**config.mk**
```make
export PLATFORM = sky130hd
export DESIGN_NAME = ctrl_pipe_flat
export DESIGN_NICKNAME = d
export VERILOG_FILES = /design/src/rtl/ctrl_pipe_pkg.sv /design/src/rtl/ctrl_pipe_if.sv /design/src/rtl/ctrl_decode.sv /design/src/rtl/ctrl_pipe.sv /design/src/flat_wrapper.sv
export SDC_FILE = /design/constraint.sdc
export NUM_CORES = 1
export LEC_CHECK = 0
export BUFFER_PORTS_ARGS = -buffer_cell sky130_fd_sc_hd__buf_2
export CORE_MARGIN = 3
export CORE_UTILIZATION = 30
export CTS_BUF_LIST = sky130_fd_sc_hd__clkbuf_4
export DETAILED_ROUTE_END_ITERATION = 7
export SLEW_MARGIN = 20
export SYNTH_ARGS = -nofsm -noshare
export SYNTH_HDL_FRONTEND = slang
export SYNTH_SLANG_ARGS = --single-unit
```
**constraint.sdc**
```tcl
create_clock -name clk -period 2.82 [get_ports clk]
set_input_delay 0.564 -clock clk [delete_from_list [all_inputs] [get_ports clk]]
set_output_delay 0.564 -clock clk [all_outputs]
set_load 0.005 [all_outputs]
```
**src/rtl/ctrl_pipe_pkg.sv**
```systemverilog
// rtl/ctrl_pipe_pkg.sv - opcodes, ALUOp encodings and control-bundle layout
package ctrl_pipe_pkg;

  localparam logic [5:0] OP_RTYPE = 6'b000000;
  localparam logic [5:0] OP_LW    = 6'b100011;
  localparam logic [5:0] OP_SW    = 6'b101011;
  localparam logic [5:0] OP_BEQ   = 6'b000100;
  localparam logic [5:0] OP_ADDI  = 6'b001000;
  localparam logic [5:0] OP_ORI   = 6'b001101;
  localparam logic [5:0] OP_J     = 6'b000010;

  typedef enum logic [1:0] {
    ALU_ADD    = 2'b00,
    ALU_BRANCH = 2'b01,
    ALU_RTYPE  = 2'b10,
    ALU_ORI    = 2'b11
  } alu_op_e;

  // ex_ctrl = {alu_src, reg_dst, branch, mem_read, mem_write, mem_to_reg, reg_write}
  localparam int CTRL_ALU_SRC    = 6;
  localparam int CTRL_REG_DST    = 5;
  localparam int CTRL_BRANCH     = 4;
  localparam int CTRL_MEM_READ   = 3;
  localparam int CTRL_MEM_WRITE  = 2;
  localparam int CTRL_MEM_TO_REG = 1;
  localparam int CTRL_REG_WRITE  = 0;

  typedef struct packed {
    alu_op_e     alu_op;
    logic [5:0]  funct;
    logic [6:0]  ctrl;
    logic        illegal;
    logic        jump;
  } dec_t;

endpackage

```
**src/rtl/ctrl_pipe_if.sv**
```systemverilog
// rtl/ctrl_pipe_if.sv - ID-stage inputs and pipeline control outputs
interface ctrl_pipe_if;

  logic [31:0] id_instr;
  logic        id_valid;
  logic        ex_flush;
  logic        pc_write;
  logic        if_id_write;
  logic        id_jump;
  logic [1:0]  ex_alu_op;
  logic [5:0]  ex_funct;
  logic [6:0]  ex_ctrl;
  logic [3:0]  mem_ctrl;
  logic [1:0]  wb_ctrl;
  logic        ex_illegal;

  modport master (
    output id_instr, id_valid, ex_flush,
    input  pc_write, if_id_write, id_jump, ex_alu_op, ex_funct,
           ex_ctrl, mem_ctrl, wb_ctrl, ex_illegal
  );

  modport slave (
    input  id_instr, id_valid, ex_flush,
    output pc_write, if_id_write, id_jump, ex_alu_op, ex_funct,
           ex_ctrl, mem_ctrl, wb_ctrl, ex_illegal
  );

endinterface

```
**src/rtl/ctrl_decode.sv**
```systemverilog
// rtl/ctrl_decode.sv - combinational ID-stage main decoder
module ctrl_decode
  import ctrl_pipe_pkg::*;
(
  input  logic [31:0] instr_i,
  input  logic        valid_i,
  output dec_t        dec_o
);

  logic [5:0] op;
  assign op = instr_i[31:26];

  always_comb begin
    dec_o = '0;
    if (valid_i) begin
      case (op)
        OP_RTYPE: begin
          dec_o.alu_op                = ALU_RTYPE;
          dec_o.funct                 = instr_i[5:0];
          dec_o.ctrl[CTRL_REG_DST]    = 1'b1;
          dec_o.ctrl[CTRL_REG_WRITE]  = 1'b1;
        end
        OP_LW: begin
          dec_o.ctrl[CTRL_ALU_SRC]    = 1'b1;
          dec_o.ctrl[CTRL_MEM_READ]   = 1'b1;
          dec_o.ctrl[CTRL_MEM_TO_REG] = 1'b1;
          dec_o.ctrl[CTRL_REG_WRITE]  = 1'b1;
        end
        OP_SW: begin
          dec_o.ctrl[CTRL_ALU_SRC]    = 1'b1;
          dec_o.ctrl[CTRL_MEM_WRITE]  = 1'b1;
        end
        OP_BEQ: begin
          dec_o.alu_op                = ALU_BRANCH;
          dec_o.ctrl[CTRL_BRANCH]     = 1'b1;
        end
        OP_ADDI: begin
          dec_o.ctrl[CTRL_ALU_SRC]    = 1'b1;
          dec_o.ctrl[CTRL_REG_WRITE]  = 1'b1;
        end
        OP_ORI: begin
          dec_o.alu_op                = ALU_ORI;
          dec_o.ctrl[CTRL_ALU_SRC]    = 1'b1;
          dec_o.ctrl[CTRL_REG_WRITE]  = 1'b1;
        end
        OP_J:    dec_o.jump    = 1'b1;
        default: dec_o.illegal = 1'b1;
      endcase
    end
  end

endmodule

```
**src/rtl/ctrl_pipe.sv**
```systemverilog
// rtl/ctrl_pipe.sv - control pipeline: decode, load-use stall, flush, ID/EX/MEM/WB regs
module ctrl_pipe
  import ctrl_pipe_pkg::*;
#(
  parameter int HAZARD_EN = 1
) (
  input  logic        clk,
  input  logic        rst_n,
  ctrl_pipe_if.slave  bus
);

  dec_t       dec;
  alu_op_e    ex_alu_op_q, ex_alu_op_d;
  logic [5:0] ex_funct_q, ex_funct_d;
  logic [6:0] ex_ctrl_q, ex_ctrl_d;
  logic       ex_illegal_q, ex_illegal_d;
  logic [4:0] ex_rt_q, ex_rt_d;
  logic [3:0] mem_ctrl_q;
  logic [1:0] wb_ctrl_q;

  logic [5:0] id_op;
  logic [4:0] id_rs, id_rt;
  logic       uses_rt, load_use, stall, bubble;

  ctrl_decode u_decode (
    .instr_i (bus.id_instr),
    .valid_i (bus.id_valid),
    .dec_o   (dec)
  );

  assign id_op = bus.id_instr[31:26];
  assign id_rs = bus.id_instr[25:21];
  assign id_rt = bus.id_instr[20:16];
  assign uses_rt = (id_op == OP_RTYPE) || (id_op == OP_SW) || (id_op == OP_BEQ);

  // A bubble in ID has no source operands, so it never waits on a load.
  assign load_use = (HAZARD_EN != 0) && bus.id_valid && ex_ctrl_q[CTRL_MEM_READ] &&
                    (ex_rt_q != 5'd0) &&
                    ((ex_rt_q == id_rs) || (uses_rt && (ex_rt_q == id_rt)));
  assign stall  = load_use && !bus.ex_flush;
  assign bubble = stall || bus.ex_flush;

  always_comb begin
    ex_alu_op_d  = ALU_ADD;
    ex_funct_d   = '0;
    ex_ctrl_d    = '0;
    ex_illegal_d = 1'b0;
    ex_rt_d      = '0;
    if (!bubble) begin
      ex_alu_op_d  = dec.alu_op;
      ex_funct_d   = dec.funct;
      ex_ctrl_d    = dec.ctrl;
      ex_illegal_d = dec.illegal;
      ex_rt_d      = bus.id_valid ? id_rt : 5'd0;
    end
  end

  always_ff @(posedge clk) begin
    if (!rst_n) begin
      ex_alu_op_q  <= ALU_ADD;
      ex_funct_q   <= '0;
      ex_ctrl_q    <= '0;
      ex_illegal_q <= 1'b0;
      ex_rt_q      <= '0;
      mem_ctrl_q   <= '0;
      wb_ctrl_q    <= '0;
    end else begin
      ex_alu_op_q  <= ex_alu_op_d;
      ex_funct_q   <= ex_funct_d;
      ex_ctrl_q    <= ex_ctrl_d;
      ex_illegal_q <= ex_illegal_d;
      ex_rt_q      <= ex_rt_d;
      mem_ctrl_q   <= ex_ctrl_q[CTRL_MEM_READ:CTRL_REG_WRITE];
      wb_ctrl_q    <= mem_ctrl_q[CTRL_MEM_TO_REG:CTRL_REG_WRITE];
    end
  end

  assign bus.pc_write    = !stall;
  assign bus.if_id_write = !stall;
  assign bus.id_jump     = dec.jump && !bus.ex_flush;
  assign bus.ex_alu_op   = ex_alu_op_q;
  assign bus.ex_funct    = ex_funct_q;
  assign bus.ex_ctrl     = ex_ctrl_q;
  assign bus.mem_ctrl    = mem_ctrl_q;
  assign bus.wb_ctrl     = wb_ctrl_q;
  assign bus.ex_illegal  = ex_illegal_q;

endmodule

```
**src/flat_wrapper.sv**
```systemverilog
// flat-port wrapper written by rule: the top's interface ports become plain ports
module ctrl_pipe_flat import ctrl_pipe_pkg::*;
#(
  parameter int HAZARD_EN = 1
)
  (clk, rst_n, bus_id_instr, bus_id_valid, bus_ex_flush, bus_pc_write, bus_if_id_write, bus_id_jump, bus_ex_alu_op, bus_ex_funct, bus_ex_ctrl, bus_mem_ctrl, bus_wb_ctrl, bus_ex_illegal);
  ctrl_pipe_if bus_i ();
  input  logic clk;
  input  logic rst_n;
  input wire logic [$bits(bus_i.id_instr)-1:0] bus_id_instr;
  input wire logic [$bits(bus_i.id_valid)-1:0] bus_id_valid;
  input wire logic [$bits(bus_i.ex_flush)-1:0] bus_ex_flush;
  output wire logic [$bits(bus_i.pc_write)-1:0] bus_pc_write;
  output wire logic [$bits(bus_i.if_id_write)-1:0] bus_if_id_write;
  output wire logic [$bits(bus_i.id_jump)-1:0] bus_id_jump;
  output wire logic [$bits(bus_i.ex_alu_op)-1:0] bus_ex_alu_op;
  output wire logic [$bits(bus_i.ex_funct)-1:0] bus_ex_funct;
  output wire logic [$bits(bus_i.ex_ctrl)-1:0] bus_ex_ctrl;
  output wire logic [$bits(bus_i.mem_ctrl)-1:0] bus_mem_ctrl;
  output wire logic [$bits(bus_i.wb_ctrl)-1:0] bus_wb_ctrl;
  output wire logic [$bits(bus_i.ex_illegal)-1:0] bus_ex_illegal;
  assign bus_i.id_instr = bus_id_instr;
  assign bus_i.id_valid = bus_id_valid;
  assign bus_i.ex_flush = bus_ex_flush;
  assign bus_pc_write = bus_i.pc_write;
  assign bus_if_id_write = bus_i.if_id_write;
  assign bus_id_jump = bus_i.id_jump;
  assign bus_ex_alu_op = bus_i.ex_alu_op;
  assign bus_ex_funct = bus_i.ex_funct;
  assign bus_ex_ctrl = bus_i.ex_ctrl;
  assign bus_mem_ctrl = bus_i.mem_ctrl;
  assign bus_wb_ctrl = bus_i.wb_ctrl;
  assign bus_ex_illegal = bus_i.ex_illegal;
  ctrl_pipe #(.HAZARD_EN(HAZARD_EN)) u_core (.clk(clk), .rst_n(rst_n), .bus(bus_i));
endmodule
```
# Word-level counts from Yosys, hierarchy flattened
# Cells that the tools add are included.
[totals]
ff_bits = 27
in_bits = 36
output_inout_bits = 25
[op_classes]
n_eq_ne = 8
mux = 10
bitwise = 3
reduce_logical = 19
[op_table]
columns = ["cell", "count"]
rows = [
  ["$eq A6 B4 Y1 const B", 2],
  ["$eq A6 B6 Y1 const B", 2],
  ["$reduce_or A4 Y1", 3],
  ["$eq A5 B5 Y1", 2],
  ["$mux W1", 9],
  ["$reduce_or A7 Y1", 1],
  ["$eq A6 B2 Y1 const B", 1],
  ["$eq A6 B3 Y1 const B", 1],
  ["$logic_and A1 B1 Y1", 6],
  ["$logic_not A6 Y1", 1],
  ["$pmux W2 S3", 1],
  ["$reduce_bool A5 Y1", 1],
  ["$logic_or A1 B1 Y1", 4],
  ["$not A1 Y1", 3],
  ["$reduce_or A3 Y1", 1],
  ["$logic_not A1 Y1", 2],
]

# Depth between registers and ports, before layout
[depth]
word_depth = 9
depth_mapped = 7
depth_no_buf = 4

# By module
# From an unflattened synthesis, not the netlist that was laid out.
[unflattened]
cells_unflattened = 148
hier_area_um2 = 1416.4
[by_module_without_submodules]
columns = ["module", "n_inst", "cells_each", "area_each_um2"]
rows = [
  ["ctrl_pipe", 1, 110, 1159.9],
  ["ctrl_decode", 1, 38, 256.5],
]

# Worst setup path after synthesis
# No wires, ideal clock.
[synth_path]
kind = "input to output"
from = "input bus_id_instr[28]"
to = "output bus_pc_write"
arrival_time_ns = 1.965
required_ns = 2.256
slack_ns = 0.291
cell_stages = 7
path_buffers = 3
cell_sequence = "buf_2 > and4b_1 > a22oi_1 > nor4b_2 > buf_2 > o21bai_1 > buf_4"
[synth_between]
elab_chain_cells = 8
[synth_rtl]
columns = ["element", "line", "source"]
rows = [
  ["from (decl)", "flat_wrapper.sv:10", "input wire logic [$bits(bus_i.id_instr)-1:0] bus_id_instr;"],
  ["$eq A6 B6 Y1 or $logic_not A6 Y1 (tied branches)", "ctrl_pipe.sv:34", "assign uses_rt = (id_op == OP_RTYPE) || (id_op == OP_SW) || (id_op == OP_BEQ);"],
  ["$logic_or A1 B1 Y1", "ctrl_pipe.sv:34", ""],
  ["$logic_or A1 B1 Y1 *", "ctrl_pipe.sv:34", ""],
  ["$logic_and A1 B1 Y1 *", "ctrl_pipe.sv:39", "((ex_rt_q == id_rs) || (uses_rt && (ex_rt_q == id_rt)));"],
  ["$logic_or A1 B1 Y1 *", "ctrl_pipe.sv:39", ""],
  ["$logic_and A1 B1 Y1 *", "ctrl_pipe.sv:38", "(ex_rt_q != 5'd0) &&"],
  ["$logic_and A1 B1 Y1 *", "ctrl_pipe.sv:40", "assign stall = load_use && !bus.ex_flush;"],
  ["$logic_not A1 Y1 *", "-", ""],
  ["to (decl)", "flat_wrapper.sv:13", "output wire logic [$bits(bus_i.pc_write)-1:0] bus_pc_write;"],
]
# Every way passes the cells marked *; elsewhere a longest branch is shown, timed or not.

# Worst setup path after layout
[layout_path]
from = "register u_core.ex_rt_q[1]"
to = "output bus_if_id_write"
[layout_between]
elab_chain_cells = 6
[layout_rtl]
columns = ["element", "line", "source"]
rows = [
  ["from (decl)", "ctrl_pipe.sv:17", "logic [4:0] ex_rt_q, ex_rt_d;"],
  ["from (signal assigned)", "ctrl_pipe.sv:72", "ex_rt_q <= ex_rt_d;"],
  ["$eq A5 B5 Y1", "ctrl_pipe.sv:39", ""],
  ["$logic_and A1 B1 Y1", "ctrl_pipe.sv:39", ""],
  ["$logic_or A1 B1 Y1", "ctrl_pipe.sv:39", ""],
  ["$logic_and A1 B1 Y1 *", "ctrl_pipe.sv:38", ""],
  ["$logic_and A1 B1 Y1 *", "ctrl_pipe.sv:40", ""],
  ["$logic_not A1 Y1 *", "ctrl_pipe.sv:79", "assign bus.if_id_write = !stall;"],
  ["to (decl)", "flat_wrapper.sv:14", "output wire logic [$bits(bus_i.if_id_write)-1:0] bus_if_id_write;"],
]
# Marks and branches as above.

==> summary.txt <==
Clock network
  – Post-cts repair resize count: 0
  – H-tree levels: 1
  – Maximum root-to-sink buffer count: 2
  – Cell at the root of the clock tree: sky130_fd_sc_hd__clkbuf_4
  – Hold_buf cts: 0
  – Post-CTS Setup Inserts: 0
  – Clock latency reported for the late side of the worst-skew pair: between 300 and 400 ps
  – Clock-pin slew reported for the worst setup and hold paths after clock tree synthesis: ~120 ps
  – CTS buffer count: 3
  – Clock net sink count: 25
  – TritonCTS clock tree: done

Worst setup path
  – Data required time of the worst path: 2260 ps
  – Cell-by-cell listing of the critical path: or4_4, o211ai_2, nor2_1, o21bai_1, buf_2
  – Largest driver fanout on the critical path: 3
  – Critical path type: flop to output port
  – CP startpoint kind: flop
  – Highest cell delay on the worst timing path: ~560 ps
  – Worst Reg2Reg Path Length in Cells: 4
  – Critical path capture point type: output port
  – Internal reg-to-reg setup slack: 920 ps
  – Library cell contributing the largest single delay on the critical path: sky130_fd_sc_hd__or4_4
  – CP Data Arrival Time: approximately 1800 ps
  – Worst r2r dst: u_core.bus.ex_funct[1]
  – Reg-to-reg critical path startpoint: u_core.ex_rt_q[0]

STA
  – Unrepaired setup endpoints after global routing: false
  – Period utilisation layout: 0.853
  – Fin. Hold Viols: 0
  – Post-Route Setup TNS: 0 ps
  – Achievable Freq: 416 MHz
  – Final setup slack of the worst path: ~420 ps
  – Max-slew headroom: 0.555
  – Final setup vio count: 0
  – Final max-slew violation count: 0
  – Actual transition at the worst max-transition pin: about 670 ps
  – Final Critical Period: 2400 ps
  – Final hold slack: 484 ps
  – Final Skew: 9.05 ps

Floorplan
  – Starting density of the core: 0.321
  – Ports placed on the boundary: 61
  – Horizontal die dimension: 67.0 microns
  – Height of the die: around 67 microns
  – Area of the die: 4480 sq um
  – Number of core rows: 21
  – Area of the core: 3470 sq um

Synth
  – Portion of the post-synthesis area used by sequential elements: 0.449
  – Syn_nets: 147
  – Primary flip-flop cell chosen by synthesis mapping: sky130_fd_sc_hd__dfxtp_1
  – Async SR Flop Fraction: 0
  – Post-synth cell types: 36
  – Number of standard cells after synthesis: approximately 110
  – Warnings from Yosys: 0
  – Fraction of synthesized cell area in xor and xnor cells: 0.0864
  – Simple-Gate Fraction of Synth Area: 0.310
  – Flip-flop and latch count after synthesis: 25
  – Dominant combinational cell family by area after synthesis: simple AND/OR/NAND/NOR gates
  – Mapped cell area: 1110 sq um
  – Adder-cell share of the synthesized area: 0.00898
  – Share of cell area taken by muxes after synthesis: 0
  – Number of enable-type register cells in the synthesized netlist: 0
  – Mean instance size in the synthesized netlist: 10.0 sq um
  – Fraction of the mapped netlist area in compound gates: 0.0853

Hold path
  – Worst min-delay path startpoint: bus_id_instr[3]
  – Hold Crit Depth: 3
  – End point of the most critical hold path: u_core.bus.ex_funct[3]
  – Tightest Hold Check Type: input port to flop

Finish
  – Synthesis-to-finish area growth: 27.4%
  – Commonest cells after routing, fill and taps aside: 50 x sky130_fd_sc_hd__buf_2, 25 x sky130_fd_sc_hd__dfxtp_1, 7 x sky130_fd_sc_hd__xnor2_1
  – Fraction of layout cells with a size suffix above 1: 0.403
  – Number of non-filler instances in the completed layout: 205
  – Area of all placed cells without fillers: between 1000 and 1500 sq um
  – Register cell area after layout: roughly 500 sq um
  – Final design utilization: 0.409
  – Area of combinational cells with multiple inputs: 556 sq um
  – Most frequent standard cell in the layout excluding fill and tap cells: sky130_fd_sc_hd__buf_2
  – Antenna diode count: 0
  – Layout net count: 196
  – Layout filler cell count: 365

Status
  – Run status: complete, no violations

Placed design
  – Instance area at placement: 1390 sq um
  – PortBufs: 50
  – # placed instances: between 200 and 250
  – Worst setup slack before clock tree synthesis: 503 ps
  – GP Congestion: 0.781
  – Final HPWL DP: between 2000 and 2500 microns

Global routing
  – Global route overflow: 0
  – Global-route wire length before repair: 4090 microns
  – Number of antenna violations at the first check in global routing: 0
  – Vias in the first global route: 929
  – Maximum number of pins on one net before global-route repair: 21
  – Combined global-route utilization of all metal layers: 0.119

Detailed routing
  – Met1 layer wirelength in the final routing: ~1200 microns
  – Sum of routed wire length over all layers: roughly 2600 microns
  – # DRC: 0
  – Uppermost routed layer: met4
  – Routed WL per cell: 12.8 microns
  – Length of routed met2 wiring: ~1200 microns
  – Routed via count divided by cell count: 4.74
  – Met3 routed wirelength: 189 microns
  – Detailed Routing Iterations Pass 1: 4
  – Via count: 971
  – Number of antenna-violating nets in the routed design: 0
  – Number of violations reported at the end of detailed-routing iteration 0: just over 50

Pwr
  – Post-layout total power: approximately 590 uW
  – Power density cells: 417 nW/um^2
  – Static leakage power: 0.633 nW
  – Max rail drop VDD: 0.000116 V

Run
  – Reported max-cap violation count: 0
[area by class of cell]
cell class | count | area share
Multi-Input combinational cell | 76 | 0.391
Tap cell | 46 | 0.0405
Inverter | 1 | 0.00264
Clock buffer | 4 | 0.0211
Timing Repair Buffer | 53 | 0.192
Sequential cell | 25 | 0.352
[where the power goes]
part | total, mW | internal, mW | switching (mW)
clock | 0.165 | 0.0649 | 0.0998
sequential | 0.359 | 0.356 | 0.00269
combinational | 0.0690 | 0.0357 | 0.0333
total | 0.593 | 0.457 | 0.136
[Yosys cell counts, types with 3 or more instances]
| cell type | number | area [sq um] |
|---|---|---|
| sky130_fd_sc_hd__and2_1 | 6 | 37.5 |
| sky130_fd_sc_hd__buf_2 | 3 | 15.0 |
| sky130_fd_sc_hd__buf_4 | 3 | 22.5 |
| sky130_fd_sc_hd__dfxtp_1 | 25 | 500 |
| sky130_fd_sc_hd__nand2_1 | 5 | 18.8 |
| sky130_fd_sc_hd__nor2_1 | 6 | 22.5 |
| sky130_fd_sc_hd__nor3_1 | 6 | 30.0 |
| sky130_fd_sc_hd__nor3b_1 | 5 | 37.5 |
| sky130_fd_sc_hd__nor4_1 | 4 | 25.0 |
| sky130_fd_sc_hd__nor4b_1 | 5 | 43.8 |
| sky130_fd_sc_hd__xnor2_1 | 7 | 61.3 |
| sky130_fd_sc_hd__xor2_1 | 4 | 35.0 |
[worst max-delay path by stage]
stage                            to              start  slack, ps  cells past startpoint
finish              bus_if_id_write  u_core.ex_rt_q[1]        420                      5
floorplan              bus_pc_write   bus_id_instr[28]        290                      7
detailed placement  bus_if_id_write   bus_id_instr[25]        500                      6
global route        bus_if_id_write  u_core.ex_rt_q[1]        270                      5
CTS                 bus_if_id_write  u_core.ex_rt_q[1]        390                      5
global placement    bus_if_id_write   bus_id_instr[28]        520                      6
[routing by layer]
layer,vias up,track usage
met2,41,0.194
met4,0,0.0456
li1,495,-
met5,-,0
met1,433,0.156
met3,2,0.0202
[sequential cells by signal, indices dropped and copies added (netlist names)]
signal / cells
u_core.bus.ex_alu_op: 2
u_core.bus.ex_ctrl: 6
u_core.bus.ex_funct: 6
u_core.bus.ex_illegal: 1
u_core.bus.mem_ctrl: 3
u_core.bus.wb_ctrl: 2
u_core.ex_rt_q: 5
[critical path: cells and delay by family (launching register included)]
kind,cells,cell delay [ps]
and+or+nand+nor,2,650
buffers and inverters,1,150
AOI/OAI and AO/OA,2,380
DFF,1,360
[logic make-up after synthesis]
group,count (synthesis)
simple gates,52
flops,25
compound gates,12
xor+xnor,11
buf+inv,10
fa+ha+maj,1
Power figures use the tool's default switching activity.
